[src/rtl/vc_demux2_dd_q_pkg.sv]
// Shared definitions for the domain-tagged demux and its per-port queues.
//   DOM_W     : width of a security-domain tag
//   Q_DEPTH   : entries per output queue (the queue logic assumes 2)
//   NUM_PORTS : number of demux output ports
//   dom_e     : domain encodings shared by the domain-labelled blocks
//   cnt_next  : queue occupancy update for a given enq/deq pair
package vc_demux2_dd_q_pkg;

    localparam int DOM_W     = 2;
    localparam int Q_DEPTH   = 2;
    localparam int NUM_PORTS = 2;

    typedef enum logic [DOM_W-1:0] {
        DOM_PUBLIC = 2'd0,
        DOM_USER   = 2'd1,
        DOM_SECURE = 2'd2,
        DOM_ROOT   = 2'd3
    } dom_e;

    // Occupancy after one edge; enq and deq together leave it unchanged.
    function automatic logic [1:0] cnt_next(input logic [1:0] cnt,
                                            input logic       enq,
                                            input logic       deq);
        logic [1:0] n;
        n = cnt;
        if (enq && !deq)
            n = cnt + 2'd1;
        else if (deq && !enq)
            n = cnt - 2'd1;
        return n;
    endfunction

endpackage

[src/rtl/vc_demux2_dd_q_queue2.sv]
// vc_queue2_dd: 2-entry scrubbing queue carrying {msg, domain}.
//   clk, reset          : clock, async active-high reset
//   enq_msg/enq_domain  : entry to write at the tail
//   enq_val/enq_rdy     : enqueue handshake; enq_rdy depends on count only
//   deq_msg/deq_domain  : head entry, forced to 0 when empty
//   deq_val/deq_rdy     : dequeue handshake; deq_val = queue non-empty
// Entries are cleared on the edge they are vacated, so no register ever
// holds data that has already left the queue.
module vc_queue2_dd
    import vc_demux2_dd_q_pkg::*;
#(
    parameter int p_nbits = 1,
    parameter int p_depth = Q_DEPTH
)(
    input  logic               clk,
    input  logic               reset,
    input  logic [p_nbits-1:0] enq_msg,
    input  logic [DOM_W-1:0]   enq_domain,
    input  logic               enq_val,
    output logic               enq_rdy,
    output logic [p_nbits-1:0] deq_msg,
    output logic [DOM_W-1:0]   deq_domain,
    output logic               deq_val,
    input  logic               deq_rdy
);

    logic [p_nbits-1:0] msg_q [2];
    logic [DOM_W-1:0]   dom_q [2];
    logic               head;
    logic               tail;
    logic [1:0]         count;
    logic               do_enq;
    logic               do_deq;

    // Full blocks enqueue even if the head leaves this edge: no pass-through.
    assign enq_rdy = (count < 2'(p_depth));
    assign deq_val = (count != 2'd0);
    assign do_enq  = enq_val && enq_rdy;
    assign do_deq  = deq_val && deq_rdy;

    // Msg and domain always from the same entry; gated so empty reads 0.
    assign deq_msg    = deq_val ? msg_q[head] : '0;
    assign deq_domain = deq_val ? dom_q[head] : '0;

    // With depth 2, enq and deq in the same edge only happen at count 1,
    // where head != tail, so the two writes never hit the same entry.
    always_ff @(posedge clk or posedge reset) begin
        if (reset) begin
            for (int i = 0; i < 2; i++) begin
                msg_q[i] <= '0;
                dom_q[i] <= '0;
            end
            head  <= 1'b0;
            tail  <= 1'b0;
            count <= 2'd0;
        end else begin
            if (do_deq) begin
                msg_q[head] <= '0;
                dom_q[head] <= '0;
                head        <= ~head;
            end
            if (do_enq) begin
                msg_q[tail] <= enq_msg;
                dom_q[tail] <= enq_domain;
                tail        <= ~tail;
            end
            count <= cnt_next(count, do_enq, do_deq);
        end
    end

endmodule

[src/rtl/vc_demux2_dd_q.sv]
// vc_demux2_dd_q: domain-tagged 1-to-2 demultiplexer with a 2-entry
// scrubbing queue per output port.
//   clk, reset               : clock, async active-high reset
//   in_msg/in_domain         : message and its domain tag
//   in_sel                   : 0 -> out0, 1 -> out1
//   in_val/in_rdy            : input handshake; in_rdy reflects only the
//                              selected queue's occupancy
//   outX_msg/outX_domain     : head of queue X (0 when empty)
//   outX_val/outX_rdy        : output handshake for queue X
module vc_demux2_dd_q
    import vc_demux2_dd_q_pkg::*;
#(
    parameter int p_nbits = 1,
    parameter int p_depth = Q_DEPTH
)(
    input  logic               clk,
    input  logic               reset,
    input  logic [p_nbits-1:0] in_msg,
    input  logic [DOM_W-1:0]   in_domain,
    input  logic               in_sel,
    input  logic               in_val,
    output logic               in_rdy,
    output logic [p_nbits-1:0] out0_msg,
    output logic [DOM_W-1:0]   out0_domain,
    output logic               out0_val,
    input  logic               out0_rdy,
    output logic [p_nbits-1:0] out1_msg,
    output logic [DOM_W-1:0]   out1_domain,
    output logic               out1_val,
    input  logic               out1_rdy
);

    logic [NUM_PORTS-1:0]              q_enq_val;
    logic [NUM_PORTS-1:0]              q_enq_rdy;
    logic [NUM_PORTS-1:0]              q_deq_val;
    logic [NUM_PORTS-1:0]              q_deq_rdy;
    logic [NUM_PORTS-1:0][p_nbits-1:0] q_deq_msg;
    logic [NUM_PORTS-1:0][DOM_W-1:0]   q_deq_dom;

    assign q_deq_rdy = {out1_rdy, out0_rdy};

    generate
        for (genvar i = 0; i < NUM_PORTS; i++) begin : g_port
            // Only the selected queue sees the valid; the other is untouched.
            assign q_enq_val[i] = in_val && (in_sel == 1'(i));

            vc_queue2_dd #(
                .p_nbits (p_nbits),
                .p_depth (p_depth)
            ) u_q (
                .clk        (clk),
                .reset      (reset),
                .enq_msg    (in_msg),
                .enq_domain (in_domain),
                .enq_val    (q_enq_val[i]),
                .enq_rdy    (q_enq_rdy[i]),
                .deq_msg    (q_deq_msg[i]),
                .deq_domain (q_deq_dom[i]),
                .deq_val    (q_deq_val[i]),
                .deq_rdy    (q_deq_rdy[i])
            );
        end
    endgenerate

    // Never depends on out*_rdy: a full queue stays closed for the cycle.
    assign in_rdy = q_enq_rdy[in_sel];

    assign out0_msg    = q_deq_msg[0];
    assign out0_domain = q_deq_dom[0];
    assign out0_val    = q_deq_val[0];
    assign out1_msg    = q_deq_msg[1];
    assign out1_domain = q_deq_dom[1];
    assign out1_val    = q_deq_val[1];

endmodule

[config.mk]
export PLATFORM = sky130hd
export DESIGN_NAME = vc_demux2_dd_q
export DESIGN_NICKNAME = d
export VERILOG_FILES = /design/src/rtl/vc_demux2_dd_q_pkg.sv /design/src/rtl/vc_demux2_dd_q_queue2.sv /design/src/rtl/vc_demux2_dd_q.sv
export SDC_FILE = /design/constraint.sdc
export NUM_CORES = 1
export LEC_CHECK = 0
export ABC_AREA = 1
export BUFFER_PORTS_ARGS = -buffer_cell sky130_fd_sc_hd__buf_2
export CAP_MARGIN = 10
export CORE_UTILIZATION = 55
export CTS_CLUSTER_DIAMETER = 80
export CTS_CLUSTER_SIZE = 14
export DETAILED_ROUTE_END_ITERATION = 10
export GPL_TIMING_DRIVEN = 0
export PLACE_DENSITY = 0.87
export SLEW_MARGIN = 30
export SYNTH_ARGS = -nofsm -noshare
export SYNTH_HDL_FRONTEND = slang
export SYNTH_SLANG_ARGS = --single-unit
[constraint.sdc]
create_clock -name clk -period 3.9 [get_ports clk]
set_clock_uncertainty 0.1 [all_clocks]
set_input_delay 0 -clock clk [delete_from_list [all_inputs] [get_ports clk]]
set_output_delay 0 -clock clk [all_outputs]
set_load 0.02 [all_outputs]
# Word-level counts from Yosys, hierarchy flattened
# Cells that the tools add are included.
# op_classes
multipliers	0
order_cmp	11
n_div	0
bitwise	17
n_reduce_logical	22
n_shift	0
muxes	50
addsub	4
eq_ne	0
# ops
cell	n
$mux W2	20
$mux W4	4
$logic_and A1 B1 Y1	14
$mux W1	14
$and A4 B4 Y4	2
$bwmux W4	2
$demux W2 S1	4
$ge A2 B2 Y1 const B	4
$lt A2 B1 Y1 const B	4
$not A1 Y2	4
$not A4 Y4	2
$reduce_bool A2 Y1	4
$not A1 Y1	5
$add A2 B1 Y2 const B	2
$and A2 B2 Y2	2
$bwmux W2	2
$demux W1 S1	4
$logic_not A1 Y1	4
$lt A2 B2 Y1 const B	2
$not A2 Y2	2
$sub A2 B1 Y2 const B	2
$lt A1 B2 Y1 const B	1
# totals
memories	0
ff_bits	20
output_inout_bits	9
latch_bits	0
ramBits	0
mem_bits_ro	0

# Longest topological paths before layout
# logic_depth
depth_word	10
depth_mapped	9

# Cells and area by module
# A second synthesis with hierarchy kept.
# unflattened
cells_unflattened	142
hier_area_um2	1076.0
# modules_own_cells
mod	cells_per_inst	area_per_inst_um2	n_inst	seq_area_each_um2
vc_queue2_dd	67	523.0	2	250.2
vc_demux2_dd_q	8	30.0	1	0.0

# Worst setup path before layout
# Ideal clock, no wire load.
# synth_path
path_kind	reg2reg
start	register g_port[0].u_q.count[1]
end	register g_port[0].u_q.count[1]
period_less_slack_ps	1503
arrival_time_ps	1286
path_slack_ps	2397
stages_incl_launch_ff	9
n_path_buf	0
setup_time_ps	117
cell_sequence	dfrtp_1 -> inv_1 -> nand2_1 -> nand2_1 -> ha_1 -> inv_1 -> nand3_1 -> nand2_1 -> nand2_1
# synth_via
elab_chain_len	5
elab_cells_between_ends	13
# synth_lines
element	line	text
start, declared	vc_demux2_dd_q_queue2.sv:31	logic [1:0] count;
start signal, assigned	vc_demux2_dd_q_queue2.sv:67	count <= cnt_next(count, do_enq, do_deq);
$reduce_bool A2 Y1 *	vc_demux2_dd_q_queue2.sv:37	assign deq_val = (count != 2'd0);
via out0_val	vc_demux2_dd_q.sv:25	output logic out0_val,
$logic_and A1 B1 Y1 *	vc_demux2_dd_q_queue2.sv:39	assign do_deq = deq_val && deq_rdy;
$logic_not A1 Y1	vc_demux2_dd_q_pkg.sv:26	if (enq && !deq)
$logic_and A1 B1 Y1	vc_demux2_dd_q_pkg.sv:26	
$mux W2 or $reduce_bool A2 Y1 (tied branches)	n/a	
# Mark *: on every way through the listed nets, which the timed path passes. The rest lies on a longest branch. The select of a mux whose other input is x is not followed.
# A chain may end at the register's enable or synchronous reset.

# Worst setup path after layout
# layout_path
start	register g_port[0].u_q.count[1]
end	register g_port[0].u_q.dom_q[0] (netlist bit)
# layout_via
elab_chain_len	5
elab_cells_between_ends	7
# layout_lines
element	line	text
$reduce_bool A2 Y1	vc_demux2_dd_q_queue2.sv:37	
$logic_and A1 B1 Y1	vc_demux2_dd_q_queue2.sv:39	
$mux W4	vc_demux2_dd_q_queue2.sv:57	if (do_deq) begin
$bwmux W4	vc_demux2_dd_q_queue2.sv:64	dom_q[tail] <= enq_domain;
$mux W4 *	vc_demux2_dd_q_queue2.sv:62	if (do_enq) begin
end signal, assigned by index	vc_demux2_dd_q_queue2.sv:64	
end, declared	vc_demux2_dd_q_queue2.sv:28	logic [DOM_W-1:0] dom_q [2];
# Every way passes the cells marked *; elsewhere a longest branch is shown, timed or not.

==> qor.yml <==
ant_nets: 0
chipHeight_um: 45.3
fin_tns_setup_ns: 0
status: "complete, no violations"
dr_total_vias: 965
use_met3_pct: 2.40
finalSetupViolCount: 0
final_core_util_pct: 74.1
wl_per_cell_um: 11.1
gp_congestion: 0.812
grt_start_max_net_pins: 21
crit_required_ns: 4.00
synth_nets: 147
rsz0062_at_grt: "no"
grt_util_all_layers_pct: 23.5
arrival_ns: 1.84
busiest_layer: "met2"
cts_setup_buffers: 0
fmax_mhz: 574
finalMaxSlewViolations: 0
syn2layout_area_growth_pct: 25.5
synth_warnings: 0
clock_sinks: 20
synth_area_per_cell_um2: 7.58
first_global_vias: 869
synth-xor-area-share_pct: 1.70
antenna_found_initial: 0
io_buffers: 17
cp-start-kind: "flip-flop"
switchingPower_uw: 423
hpwlAfterDp_um: 1490
placed_cells: 178
post_drt_via_cell_ratio: 5.00
fin_crit_sh_pct: 44.7
start_util_pct: 59.1
irDropWorstVdd_mv: 0.454
r2r_slack_ns: 2.16
cp_max_fo: 4
antenna_cells: 0
pwr_density_cell_mw_per_mm2: 743
intPower_uw: 538
hp-class: "input pin to asynchronous set/reset pin"
synthDistinctLibCells: 15
fillers: 131
synth-seq-cells: 20
htree_levels: 1
ys_seq_area_share_pct: 48.5
clk_transition_reported_paths_ns: 0.13
cts_tree: "done"
drive_gt1_share_pct: 16.7
drt-initial-drc-count: 24
numCtsBuffers: 3
grt_pass1_wl_um: 3390
met1_usage_pct: 30.1
routed_wl_um: 2150
synthSimpleGateAreaFrac_pct: 35.9
clk_latency_ns: 0.32
die-area_mm2: 0.00205
r2r_end: "g_port[0].u_q.dom_q[0]"
syn_area_mm2: 0.00103
core-area_mm2: 0.00175
die_w_um: 45.3
use_met2_pct: 38.6
clockBufferDepth: 2
criticalPathCategory: "flip-flop to flip-flop"
slew_headroom_pct: 50.5
whs_ns: 0.246
drc_errors: 0
cts-root-buf: "clkbuf_4"
pwr-share-seq_pct: 41.1
comb_power_share_pct: 45.7
num_rows: 15
r2r_cells: 5
end_kind: "flip-flop"
grt_overflow_total: 0
leakage_uw: 0.000758
layout_min_cycle_time_ns: 1.74
hold_violations: 0
clkPwrFrac_pct: 13.2
syn_inst: 136
nets: 180
r2r_start: "g_port[0].u_q.count[1]"
tightest_slew_ns: 0.742
ioPinCount: 18
synth_compound_area_share_pct: 3.88
switching_share_pct: 44.0
drtPass1Iterations: 5
synthMuxAreaShare_pct: 0
layoutNonFillerInstCount: 193
max-cap-violations: 0
synth_top_family_by_area: "simple AND/OR/NAND/NOR gates"
synth_adder_area_share_pct: 2.43
-- repair_timing --
item	4_1_cts	5_1_grt
hold endpoints to repair	36	0
hold buffers	11	0
resized for setup	0	0
-- how the worst max path moves through the flow --
stage / from / end / slack, ns
after floorplan: g_port[0].u_q.count[1] / g_port[0].u_q.count[1] / 2.40
after global placement: g_port[1].u_q.count[1] / g_port[1].u_q.count[1] / 2.44
after detailed placement: g_port[1].u_q.count[1] / g_port[1].u_q.count[1] / 2.41
after CTS: g_port[0].u_q.count[1] / g_port[0].u_q.dom_q[0] / 2.19
after global routing: g_port[0].u_q.count[1] / g_port[0].u_q.dom_q[0] / 2.04
final: g_port[0].u_q.count[1] / g_port[0].u_q.dom_q[0] / 2.16
-- layer usage --
metal / vias to the layer above / wire length [um] / part of all wire [%]
li1: 490 / - / -
met1: 450 / 984 / 46
met2: 20 / 1070 / 50
met3: 5 / 46 / 2.1
met4: 0 / 45 / 2.1
met5: - / 0 / 0
-- power groups by stage --
| stage | logic [uW] | clock network (uW) | registers [uW] |
|---|---|---|---|
| final | 439 | 127 | 395 |
| after global routing | 494 | 134 | 406 |
| after CTS | 439 | 126 | 394 |
| after detailed placement | 409 | 0 | 398 |
| after global placement | 390 | 0 | 392 |
| after floorplan | 317 | 0 | 376 |
-- worst max-delay path: stages (launching register included) --
cell and delay [ns]:
dfrtp_1 0.43, nor2_1 0.18, nand3_1 0.18, nand3_1 0.14
nand2_1 0.05, dlygate4sd3_1 0.55
-- Yosys cell counts (all sizes together) --
| master | n | area (um2) |
|---|---|---|
| ha | 2 | 25.0 |
| inv | 18 | 67.6 |
| xnor2 | 2 | 17.5 |
| nand2 | 60 | 243 |
| nand3 | 20 | 100 |
| clkinv | 2 | 10.0 |
| nor2 | 2 | 15.0 |
| o21ai | 2 | 10.0 |
| a21oi | 6 | 30.0 |
| dfrtp | 20 | 500 |
| nand4 | 2 | 12.5 |
-- placed cells by master (no fill, tap or decap), drive strengths merged --
cell | netlist | routed
a21oi | 6 | 6
nor2 | 2 | 2
dlygate4sd3 | 0 | 11
xnor2 | 2 | 2
o21ai | 2 | 2
clkbuf | 0 | 4
nand2 | 60 | 60
clkinv | 2 | 2
dfrtp | 20 | 20
ha | 2 | 2
nand3 | 20 | 20
buf | 0 | 17
nand4 | 2 | 2
inv | 18 | 18
-- registers in the layout, indices dropped and copies added, names as in the netlist --
| signal | count |
|---|---|
| g_port.u_q.dom_q | 8 |
| g_port.u_q.msg_q | 4 |
| g_port.u_q.count | 4 |
| g_port.u_q.tail | 2 |
| g_port.u_q.head | 2 |
-- layout make-up --
cell class	instances	area, um2	share of cell area (%)
clock buffers	4	36.3	2.80
inverters	20	77.6	6.00
multi-input cells	96	453	35.0
flip-flops and latches	20	500	38.7
well taps	25	31.3	2.42
repair buffers	28	195	15.1
-- cells by family after synthesis --
| kind of cell | count (synthesis) |
|---|---|
| buf+inv | 20 |
| fa+ha+maj | 2 |
| flops | 20 |
| simple gates | 84 |
| compound gates | 8 |
| xor+xnor | 2 |
-- metrics by stage --
step	power [uW]	worst slack (ns)	area [um2]
after global routing	1030	2.04	1290
after global placement	782	2.44	1150
final	961	2.16	1290
after CTS	959	2.19	1290
after floorplan	693	2.40	1030
after detailed placement	807	2.41	1150
(Power assumes the default switching activity.)
